==> src/rtl/msc_pkg.sv <==
// Shared constants for the multi-channel sample counter.
package msc_pkg;

  // Counting mode encodings for the shared mode input.
  localparam logic MODE_WRAP    = 1'b0;
  localparam logic MODE_ONESHOT = 1'b1;

  // Default geometry: ten-bit counts, four channels.
  localparam int DEFAULT_NUM_BITS = 10;
  localparam int DEFAULT_NUM_CH   = 4;

  // Typical window length used by the sample datapaths.
  localparam int DEFAULT_WINDOW = 1000;

endpackage : msc_pkg

==> src/rtl/multi_sample_counter_chan_counter.sv <==
// Single counter channel: count, rollover flag, done pulse and sticky overrun.
// Priority per cycle: clear, disabled (rollover_val == 0), cnt_up, hold.
module chan_counter
  import msc_pkg::*;
#(
  parameter int NUM_BITS = DEFAULT_NUM_BITS
) (
  input  logic                clk,
  input  logic                n_rst,
  input  logic                cnt_up,
  input  logic                clear,
  input  logic                mode,
  input  logic [NUM_BITS-1:0] rollover_val,
  output logic [NUM_BITS-1:0] count,
  output logic                rollover_flag,
  output logic                done_pulse,
  output logic                overrun
);

  localparam logic [NUM_BITS-1:0] CNT_ZERO = {NUM_BITS{1'b0}};
  localparam logic [NUM_BITS-1:0] CNT_ONE  = {{(NUM_BITS-1){1'b0}}, 1'b1};

  logic [NUM_BITS-1:0] count_r;
  logic                flag_r;
  logic                pulse_r;
  logic                overrun_r;

  logic [NUM_BITS-1:0] next_count_s;
  logic                next_flag_s;
  logic                next_pulse_s;
  logic                next_overrun_s;
  logic                at_limit_s;

  // The wrap/hold decision is taken before incrementing, so the count never
  // overflows even with rollover_val at its maximum.
  assign at_limit_s = (count_r >= rollover_val);

  // Next-state computation for count, flag, pulse and overrun.
  always_comb begin
    next_count_s   = count_r;
    next_overrun_s = overrun_r;
    next_flag_s    = 1'b0;
    next_pulse_s   = 1'b0;
    if (clear) begin
      next_count_s   = CNT_ZERO;
      next_overrun_s = 1'b0;
    end else if (rollover_val == CNT_ZERO) begin
      // Disabled channel: strobes are ignored and no flag is produced.
      next_count_s = count_r;
    end else begin
      if (cnt_up) begin
        case (mode)
          MODE_WRAP: begin
            if (at_limit_s) begin
              next_count_s = CNT_ONE;
            end else begin
              next_count_s = count_r + CNT_ONE;
            end
          end
          MODE_ONESHOT: begin
            if (at_limit_s) begin
              next_count_s   = count_r;
              next_overrun_s = 1'b1;
            end else begin
              next_count_s = count_r + CNT_ONE;
            end
          end
          default: begin
            next_count_s = count_r;
          end
        endcase
      end else begin
        next_count_s = count_r;
      end
      next_flag_s  = (next_count_s == rollover_val);
      next_pulse_s = next_flag_s && (count_r != rollover_val);
    end
  end

  // Channel state register with asynchronous reset.
  always_ff @(posedge clk or negedge n_rst) begin
    if (!n_rst) begin
      count_r   <= CNT_ZERO;
      flag_r    <= 1'b0;
      pulse_r   <= 1'b0;
      overrun_r <= 1'b0;
    end else begin
      count_r   <= next_count_s;
      flag_r    <= next_flag_s;
      pulse_r   <= next_pulse_s;
      overrun_r <= next_overrun_s;
    end
  end

  assign count         = count_r;
  assign rollover_flag = flag_r;
  assign done_pulse    = pulse_r;
  assign overrun       = overrun_r;

endmodule : chan_counter

==> src/rtl/multi_sample_counter.sv <==
// NUM_CH independent sample counters sharing mode and window length.
// all_done is the AND of the registered per-channel rollover flags.
module multi_sample_counter
  import msc_pkg::*;
#(
  parameter int NUM_BITS = DEFAULT_NUM_BITS,
  parameter int NUM_CH   = DEFAULT_NUM_CH
) (
  input  logic                       clk,
  input  logic                       n_rst,
  input  logic [NUM_CH-1:0]          cnt_up,
  input  logic [NUM_CH-1:0]          clear,
  input  logic                       mode,
  input  logic [NUM_BITS-1:0]        rollover_val,
  output logic [NUM_CH*NUM_BITS-1:0] count,
  output logic [NUM_CH-1:0]          rollover_flag,
  output logic [NUM_CH-1:0]          done_pulse,
  output logic [NUM_CH-1:0]          overrun,
  output logic                       all_done
);

  for (genvar i = 0; i < NUM_CH; i++) begin : g_chan
    chan_counter #(
      .NUM_BITS(NUM_BITS)
    ) u_chan (
      .clk          (clk),
      .n_rst        (n_rst),
      .cnt_up       (cnt_up[i]),
      .clear        (clear[i]),
      .mode         (mode),
      .rollover_val (rollover_val),
      .count        (count[i*NUM_BITS +: NUM_BITS]),
      .rollover_flag(rollover_flag[i]),
      .done_pulse   (done_pulse[i]),
      .overrun      (overrun[i])
    );
  end

  assign all_done = &rollover_flag;

endmodule : multi_sample_counter

==> config.mk <==
export PLATFORM = sky130hd
export DESIGN_NAME = multi_sample_counter
export DESIGN_NICKNAME = d
export VERILOG_FILES = /design/src/rtl/msc_pkg.sv /design/src/rtl/multi_sample_counter_chan_counter.sv /design/src/rtl/multi_sample_counter.sv
export SDC_FILE = /design/constraint.sdc
export NUM_CORES = 1
export LEC_CHECK = 0
export CORE_MARGIN = 3
export CORE_UTILIZATION = 50
export CTS_CLUSTER_SIZE = 14
export DETAILED_ROUTE_END_ITERATION = 8
export HOLD_SLACK_MARGIN = 0.03
export PLACE_DENSITY = 0.85
export SLEW_MARGIN = 20
export SYNTH_ARGS = -nofsm -noshare
export SYNTH_HDL_FRONTEND = slang
export SYNTH_SLANG_ARGS = --single-unit
==> constraint.sdc <==
create_clock -name clk -period 6.55 [get_ports clk]
set_input_delay 1.31 -clock clk [delete_from_list [all_inputs] [get_ports clk]]
set_output_delay 1.31 -clock clk [all_outputs]
set_load 0.05 [all_outputs]
## Yosys cells after proc, flatten, opt, wreduce, memory -nomap -nowiden

Cells that the tools add are included.

- Bitwise gates (word level): 1
- Reduce and logical (&&, ||, !) cells: 22
- Mux-type cells: 68
- Magnitude comparators: 4
- Add/sub/neg operators: 4
- Equality and inequality tests: 12

Operator list:

| cell | number |
|---|---|
| $mux W10 | 28 |
| $pmux W10 S2 | 4 |
| $add A10 B1 Y10 const B | 4 |
| $eq A10 B10 Y1 | 4 |
| $ge A10 B10 Y1 | 4 |
| $ne A10 B10 Y1 | 4 |
| $mux W1 | 36 |
| $reduce_bool A2 Y1 | 12 |
| $reduce_and A4 Y1 | 5 |
| $logic_not A10 Y1 | 1 |
| $ne A2 B2 Y1 const B | 4 |
| $logic_and A1 B1 Y1 | 4 |
| $not A1 Y1 | 1 |

- Output and inout bits: 53
- Input bits: 21
- Register bits: 52
- Logic and storage cells: 127

## Logic depth before layout (Yosys ltp)

Gate-level depths: netlist of run 1.

- Depth in word-level cells: 10
- Depth in mapped cells: 17
- Depth with buffers taken out: 16

## Cells and area by module

From an unflattened synthesis of run 1, not the netlist that was laid out.

- Cells, all modules: 807
- Area, all modules: 6211.0 sq um

By module, submodules not included:

| module | instances | area an instance (sq um) | sequential area each (sq um) | cells an instance |
|---|---|---|---|---|
| chan_counter at g_chan[0].u_chan ... | 3 | 1590.3 | 325.3 | 207 |
| chan_counter at g_chan[3].u_chan | 1 | 1431.4 | 325.3 | 185 |
| multi_sample_counter | 1 | 8.8 | 0.0 | 1 |

## Least setup slack after synthesis of run 1

OpenSTA, ideal clock, no wires.

- Path type: input-to-reg
- Start point: in rollover_val[7]
- End point: reg g_chan[3].u_chan.pulse_r
- Setup time: 0.099 ns
- Arrival: 4.675 ns
- Required time: 6.451 ns
- Path slack: 1.776 ns
- Stages: 16
- Path buffers: 2
- Cell sequence: clkbuf_1 -> inv_1 -> ha_1 -> a21o_1 -> a21o_1 -> a221o_1 -> or2_1 -> inv_1 -> buf_2 -> ha_1 -> a21oi_1 -> a21oi_1 -> xor2_1 -> a2111oi_0 -> nand4_1 -> a311oi_1

- Word-level cells in the longest chain between the ends: 10
- Elaborated cells between the ends (all ways): 13
- Classes of those cells: order compare: 1; eq/ne: 2; mux: 8; reduce/logical: 2

RTL lines:

| what | line | RTL |
|---|---|---|
| start, declared | multi_sample_counter.sv:14 | `input logic [NUM_BITS-1:0] rollover_val,` |
| $ge A10 B10 Y1 | multi_sample_counter_chan_counter.sv:36 | `assign at_limit_s = (count_r >= rollover_val);` |
| $mux W10 (on tied branches) | multi_sample_counter_chan_counter.sv:61, multi_sample_counter_chan_counter.sv:54 |  |
| $pmux W10 S2 | multi_sample_counter_chan_counter.sv:52 | `case (mode)` |
| $mux W10 | multi_sample_counter_chan_counter.sv:51 | `if (cnt_up) begin` |
| $mux W10 | multi_sample_counter_chan_counter.sv:47 | `end else if (rollover_val == CNT_ZERO) begin` |
| $mux W10 | multi_sample_counter_chan_counter.sv:44 | `if (clear) begin` |
| $eq A10 B10 Y1 | multi_sample_counter_chan_counter.sv:75 | `next_flag_s = (next_count_s == rollover_val);` |
| $logic_and A1 B1 Y1 | multi_sample_counter_chan_counter.sv:76 | `next_pulse_s = next_flag_s && (count_r != rollover_val);` |
| $mux W1 * | multi_sample_counter_chan_counter.sv:47 |  |
| $mux W1 * | multi_sample_counter_chan_counter.sv:44 |  |
| net g_chan[3].u_chan.next_pulse_s | multi_sample_counter_chan_counter.sv:30 | `logic next_pulse_s;` |
| end signal, assigned | multi_sample_counter_chan_counter.sv:90 | `pulse_r <= next_pulse_s;` |
| end, declared | multi_sample_counter_chan_counter.sv:25 | `logic pulse_r;` |

The timed path passes the listed nets; every way through them passes the cells marked *. The select of a mux whose other input is x is not followed.
A chain may end at the register's enable or synchronous reset.

## Worst setup path after layout of run 1

Ends and elaborated chain as after synthesis.

==> results of run 1 <==
critical path, cell delays in order:
cell and delay [ns]:
clkdlybuf4s50_1 0.70, inv_1 0.26, ha_1 0.37, a21o_1 0.16, a21o_1 0.17, a221o_1 0.40, or2_1 0.40, inv_1 0.39
ha_1 0.31, a21oi_1 0.19, a21oi_1 0.10, xor2_1 0.16, a2111oi_0 0.39, nand4_1 0.19, a311oi_1 0.28
how the worst max path moves through the flow:
stage / slack (ns) / start / cells after the start / end
detailed placement: 0.78 / rollover_val[7] / 15 / g_chan[3].u_chan.done_pulse
floorplan: 1.78 / rollover_val[7] / 16 / g_chan[3].u_chan.done_pulse
global route: 0.59 / rollover_val[7] / 15 / g_chan[3].u_chan.done_pulse
finish: 0.97 / rollover_val[7] / 15 / g_chan[3].u_chan.done_pulse
CTS: 1.08 / rollover_val[7] / 15 / g_chan[3].u_chan.done_pulse
global placement: 0.90 / rollover_val[7] / 15 / g_chan[3].u_chan.done_pulse
through the flow:
stage	std cells	power, mW
4_1_cts	929	0.751
5_1_grt	929	0.786
3_3_place_gp	921	0.517
6_report	929	0.743
3_5_place_dp	921	0.520
2_1_floorplan	757	0.457
cell usage after synthesis (14+ instances only):
library cell / number
nor2_1: 86
a21oi_1: 82
nand2_1: 73
dfrtp_1: 52
ha_1: 48
clkbuf_1: 39
o21ai_0: 37
nand3_1: 29
xnor2_1: 28
inv_1: 25
nor3_1: 24
nand4_1: 21
mux2i_1: 14
cell families (layout without fill, tap and decap cells):
kind of cell,after synthesis,in the layout,synth area share (%)
XOR/XNOR,39,39,6.08
adder cells (fa/ha/maj),48,48,10.7
AO/OA/AOI/OAI,214,214,24.0
flip-flops,52,52,23.2
multiplexers,19,19,3.50
buffers and inverters,87,119,7.02
AND/OR/NAND/NOR,298,298,25.5
flip-flops by register name (all words and copies together), names as in the netlist:
name / cells
g_chan.u_chan.rollover_flag: 4
g_chan.u_chan.count: 40
g_chan.u_chan.overrun: 4
g_chan.u_chan.done_pulse: 4
cell type report:
type / instances / area (sq um)
fill: 1008 / 4480
multi-input combinational: 618 / 3920
sequential: 52 / 1300
timing repair buffer: 83 / 801
tap: 140 / 175
inverter: 28 / 105
clock buffer: 6 / 72.6
clock inverter: 2 / 35.0
where the power goes:
group	total (mW)	internal (mW)	switching (mW)	leakage [nW]
registers	0.339	0.325	0.0133	0.721
clock network	0.226	0.114	0.112	0.0552
logic	0.179	0.0670	0.112	1.89
layer usage:
layer  vias to the layer above  wire length [microns]  track usage, %  part of all wire (%)
met5                         -                      0               0                     0
met4                         0                    319            6.41                   1.9
met3                        39                   1420            4.62                   8.5
met2                       292                   7520            42.1                    45
met1                      2792                   7420            37.2                    44
li1                       2818                      -               -                     -
==> metrics.txt, run 1 <==
status=completed; std cell rows=38; Design Area, Final=between 6000 and 7000 sq um; initial antenna violation count=0; FMAX=between 150 and 200 MHz; r2r startpoint=g_chan[3].u_chan.count[7]; Worst slew margin=34.1%; worst setup margin=roughly 0.97 ns; worst reg2reg setup slack=~2.4 ns; share of the synthesized area in the top cell type=a little under a quarter; CTS Sinks=52; Slew Viols, Final=0; Synth cell types=62; pwr/cell area=about 120 nW/um^2; Resize count post-CTS=0; grt total ovfl=0; WP data required=between 6 and 7 ns; startpoint types=primary input; dpl ws=0.781 ns; Mapped Area=5610 sq um; worst r2r dst=g_chan[3].u_chan.done_pulse; Die X=between 100 and 150 microns; synth top area cells=dfrtp_1, ha_1, a21oi_1; Setup Total Neg Slack=0 ns; Hold-fix buffers, CTS=0; Placement Cell Area=6300 sq um; Wirelength per Cell=18.0 microns; Via Count=between 5k and 6k; final critical-path share of the clock period=between 80% and 90%; worst reg-to-reg path cell count=13; postcts setup bufs=0; Nets=roughly 860; EDFF count, synth=0; Num CTS Buffers=5; CTS clk-pin slew, worst paths=around 0.1 ns; CTS HTree Levels=2; DRT Wirelength=around 17 mm; vias per inst=~6.4; Clock Tree Root=clkbuf_8; core area=roughly 11,000 sq um; initial core utilization=roughly 52%; final hold violation count=0; remaining routing DRC violations=0; Final setup viols=0; hold path start=g_chan[2].u_chan.overrun; Avg Cell Area, Syn=7.42 sq um; Area Overhead vs Synth=14.2%; critical path class=primary input to register; Starting DRT DRC Count=620; io pins=74; max_cap viols=0; HP Class=register to register; LEAKAGE=2.66 nW; ys flop type=dfrtp_1; Critical Path AT=roughly 5.8 ns; Post-Syn Nets=just over 800; Fin Hold WS=around 0.53 ns; Period minus WS final=~5.6 ns; RSZ-0062 raised after global routing=no; register area share after synthesis=23.2%; ANT cells=0; area leader, netlist=dfrtp_1; first-pass GRT wire length=between 20 and 30 mm; Worst setup EP type=register; hold worst-path end=g_chan[2].u_chan.overrun; first-pass iteration count of the detailed router=7; CP max FO=14; IO Port Bufs=73; #FFs+latches synth=52; final core occ=between 50% and 60%; peak supply drop=around 83 uV; GRT Total Usage=26.3%; Gate Count Post-Synth=757; share of layout cells above drive strength 1=3.80%; commonest non-fill, non-tap cell in the layout=nor2_1; clock skew=around 0.015 ns; commonest non-fill, non-tap cells in the layout=nor2_1, a21oi_1, nand2_1; Post-DP HPWL=12.0 mm; routability congestion estimate=between 0.9 and 1; ys async rst share=100%; CTS tree=yes; die area=about 13,000 sq um; Max clock buf depth=2; pin count of the biggest net entering global routing=53; Hold Path Stages=2; Die Ht=112 microns; worst skew pair latency=between 0.3 and 0.4 ns; number of global-route vias before repair=5,442; Post-DRT Antenna Nets=0; Syn. warnings=0; Least-Margin Pin Slew=just under 1 ns
Power figures use the tool's default switching activity.
==> run 2, diff against run 1 <==
--- a/config.mk
+++ b/config.mk
@@ -7,7 +7,7 @@
 export LEC_CHECK = 0
 export CORE_MARGIN = 3
 export CORE_UTILIZATION = 50
-export CTS_CLUSTER_SIZE = 14
+export CTS_CLUSTER_SIZE = 30
 export DETAILED_ROUTE_END_ITERATION = 8
 export HOLD_SLACK_MARGIN = 0.03
 export PLACE_DENSITY = 0.85
==> results of run 2 <==
Same layout as run 1: the final DEF is identical, and so are final timing and power.
==> run 3, diff against run 2 <==
--- a/config.mk
+++ b/config.mk
@@ -6,11 +6,11 @@
 export NUM_CORES = 1
 export LEC_CHECK = 0
 export CORE_MARGIN = 3
-export CORE_UTILIZATION = 50
+export CORE_UTILIZATION = 26
 export CTS_CLUSTER_SIZE = 30
 export DETAILED_ROUTE_END_ITERATION = 8
 export HOLD_SLACK_MARGIN = 0.03
-export PLACE_DENSITY = 0.85
+export PLACE_DENSITY = 0.56
 export SLEW_MARGIN = 20
 export SYNTH_ARGS = -nofsm -noshare
 export SYNTH_HDL_FRONTEND = slang
==> run 3 against run 2 <==
First-iteration DRC count is 21% lower. Sequential power hardly changed. Total power is 9.1% higher. Worst hold slack worse by 0.010 ns. Sequential cell count stayed put. Worst setup slack worse by 0.097 ns. Design area is 3.4% higher. Fmax is 1.7% lower. Die area is 87% higher. Critical endpoint unchanged. Clock-buffer cell count is 2 higher. Global-route usage is 10 points lower. Via count is 1.9% lower.
==> metrics.txt, run 3 (synthesized netlist as in run 1, its figures left out) <==
status=completed (unchanged); first-pass iteration count of the detailed router=7 (unchanged); share of layout cells above drive strength 1=3.80% (about the same); CTS clk-pin slew, worst paths=0.08 ns (was 0.10 ns); routability congestion estimate=0.876 (was 0.954); Die Ht=153 microns (was 112 microns); die area=23,400 sq um (was 12,500 sq um); number of flip-flops in the largest register=40 (unchanged); Wirelength per Cell=18.2 microns (was 18.0 microns); final critical-path share of the clock period=86.7% (was 85.2%); met1 wire length=9.34 mm (was 7.42 mm); Starting DRT DRC Count=492 (was 620); vias per inst=5.47 (was 6.40); Least-Margin Pin Slew=0.768 ns (was 0.986 ns); ANT cells=0 (unchanged); fillers=2,283 (was 1,008); Flop pwr share=41.8% (was 45.6%); HP Class=register to register (unchanged); initial antenna violation count=0 (unchanged); Nets=858 (was 857); Sw Pwr=265 uW (was 237 uW); FF/Latch Area=1300 sq um (unchanged); Max clock buf depth=2 (unchanged); max_cap viols=0 (unchanged); Max Used Layer=met4 (unchanged); IO Port Bufs=73 (unchanged); Via Count=5,826 (was 5,941); WP data required=6.76 ns (about the same); LEAKAGE=2.68 nW (was 2.66 nW); Post-DRT Antenna Nets=0 (unchanged); Final setup viols=0 (unchanged); pin count of the biggest net entering global routing=53 (unchanged); number of global-route vias before repair=5,462 (was 5,442); final core occ=31.4% (was 58.9%); Clock Tree Root=clkbuf_16 (was clkbuf_8); FMAX=176 MHz (was 179 MHz); grt total ovfl=0 (unchanged); RSZ-0062 raised after global routing=no (unchanged); switch share=32.7% (was 31.9%); area of the multi-input gates=3920 sq um (unchanged); postcts setup bufs=0 (unchanged); Period minus WS final=5.68 ns (was 5.58 ns); DRT Wirelength=19.4 mm (was 16.7 mm); CP max FO=14 (unchanged); wire length on met3=1.39 mm (was 1.42 mm); GRT Total Usage=16.3% (was 26.3%); critical path class=primary input to register (unchanged); core area=21,100 sq um (was 10,900 sq um); Hold-fix buffers, CTS=0 (unchanged); final hold violation count=0 (unchanged); Clk pwr share=35.8% (was 30.4%); Slew Viols, Final=0 (unchanged); commonest non-fill, non-tap cells in the layout=nor2_1, a21oi_1, nand2_1 (unchanged); std cell rows=53 (was 38); commonest non-fill, non-tap cell in the layout=nor2_1 (unchanged); CTS HTree Levels=2 (unchanged); Die X=153 microns (was 112 microns); Worst slew margin=48.6% (was 34.1%); worst skew pair latency=0.31 ns (was 0.32 ns); CTS Sinks=52 (unchanged); pwr/cell area=122 nW/um^2 (was 116 nW/um^2); Setup Total Neg Slack=0 ns (unchanged); startpoint types=primary input (unchanged); met2 routed WL=8.41 mm (was 7.52 mm); initial core utilization=26.6% (was 51.6%); remaining routing DRC violations=0 (unchanged); Fin Hold WS=0.516 ns (was 0.527 ns); Critical Path AT=5.88 ns (was 5.79 ns); first-pass GRT wire length=30.9 mm (was 27.7 mm); Logic pwr share=22.4% (was 24.0%); Resize count post-CTS=0 (unchanged); Internal Power=545 uW (was 506 uW); peak supply drop=81.4 uV (was 83.3 uV); Worst setup EP type=register (unchanged); CTS tree=yes (unchanged); Post-DP HPWL=14.1 mm (was 12.0 mm); Area Overhead vs Synth=18.0% (was 14.2%); worst reg2reg setup slack=2.32 ns (was 2.39 ns); Num CTS Buffers=5 (unchanged); io pins=74 (unchanged); clock skew=0.00511 ns (was 0.0148 ns)
## run 3: layout make-up
type / instances / area share, %
Clock buffer: 8 / 2.21
Sequential cell: 52 / 19.6
Timing Repair Buffer: 84 / 12.2
Inverter: 28 / 1.59
Multi-Input combinational cell: 618 / 59.2
Tap cell: 275 / 5.19
## run 3: final timing paths
path	start	endpoint	cells past startpoint
min in group asynchronous	n_rst	g_chan[1].u_chan.overrun	2
min reg2reg	g_chan[1].u_chan.overrun	g_chan[1].u_chan.overrun	2
max reg2reg	g_chan[3].u_chan.count[7]	g_chan[3].u_chan.done_pulse	13
max in group asynchronous	n_rst	g_chan[0].u_chan.done_pulse	2
min	g_chan[1].u_chan.overrun	g_chan[1].u_chan.overrun	2
max	rollover_val[7]	g_chan[3].u_chan.done_pulse	15
## run 3: per-layer routing
layer	GRT usage [%]	vias to the layer above
met5	0	-
met4	2.93	0
met3	3.37	20
met2	24.8	206
met1	24.0	2766
li1	-	2834
## run 3: worst max-delay path: stages
cell,delay [ns]
clkdlybuf4s50_1,0.69
inv_1,0.29
ha_1,0.38
a21o_1,0.16
a21o_1,0.17
a221o_1,0.39
or2_1,0.40
inv_1,0.41
ha_1,0.31
a21oi_1,0.22
a21oi_1,0.12
xor2_1,0.17
a2111oi_0,0.38
nand4_1,0.19
a311oi_1,0.29
## run 3: per-stage QoR
stage	cells	power, mW	setup slack [ns]	instance area (sq um)
CTS	1065	0.823	1.01	6620
global placement	1057	0.524	0.811	6480
finish	1065	0.810	0.874	6620
detailed placement	1057	0.526	0.715	6480
global route	1065	0.853	0.660	6620
floorplan	757	0.457	1.78	5610
## run 3: power by group through the flow
stage / Combinational [mW] / Clock (mW) / Sequential [mW]
finish: 0.182 / 0.290 / 0.338
global route: 0.202 / 0.311 / 0.340
detailed placement: 0.181 / 0 / 0.345
CTS: 0.182 / 0.302 / 0.339
floorplan: 0.101 / 0 / 0.355
global placement: 0.180 / 0 / 0.345
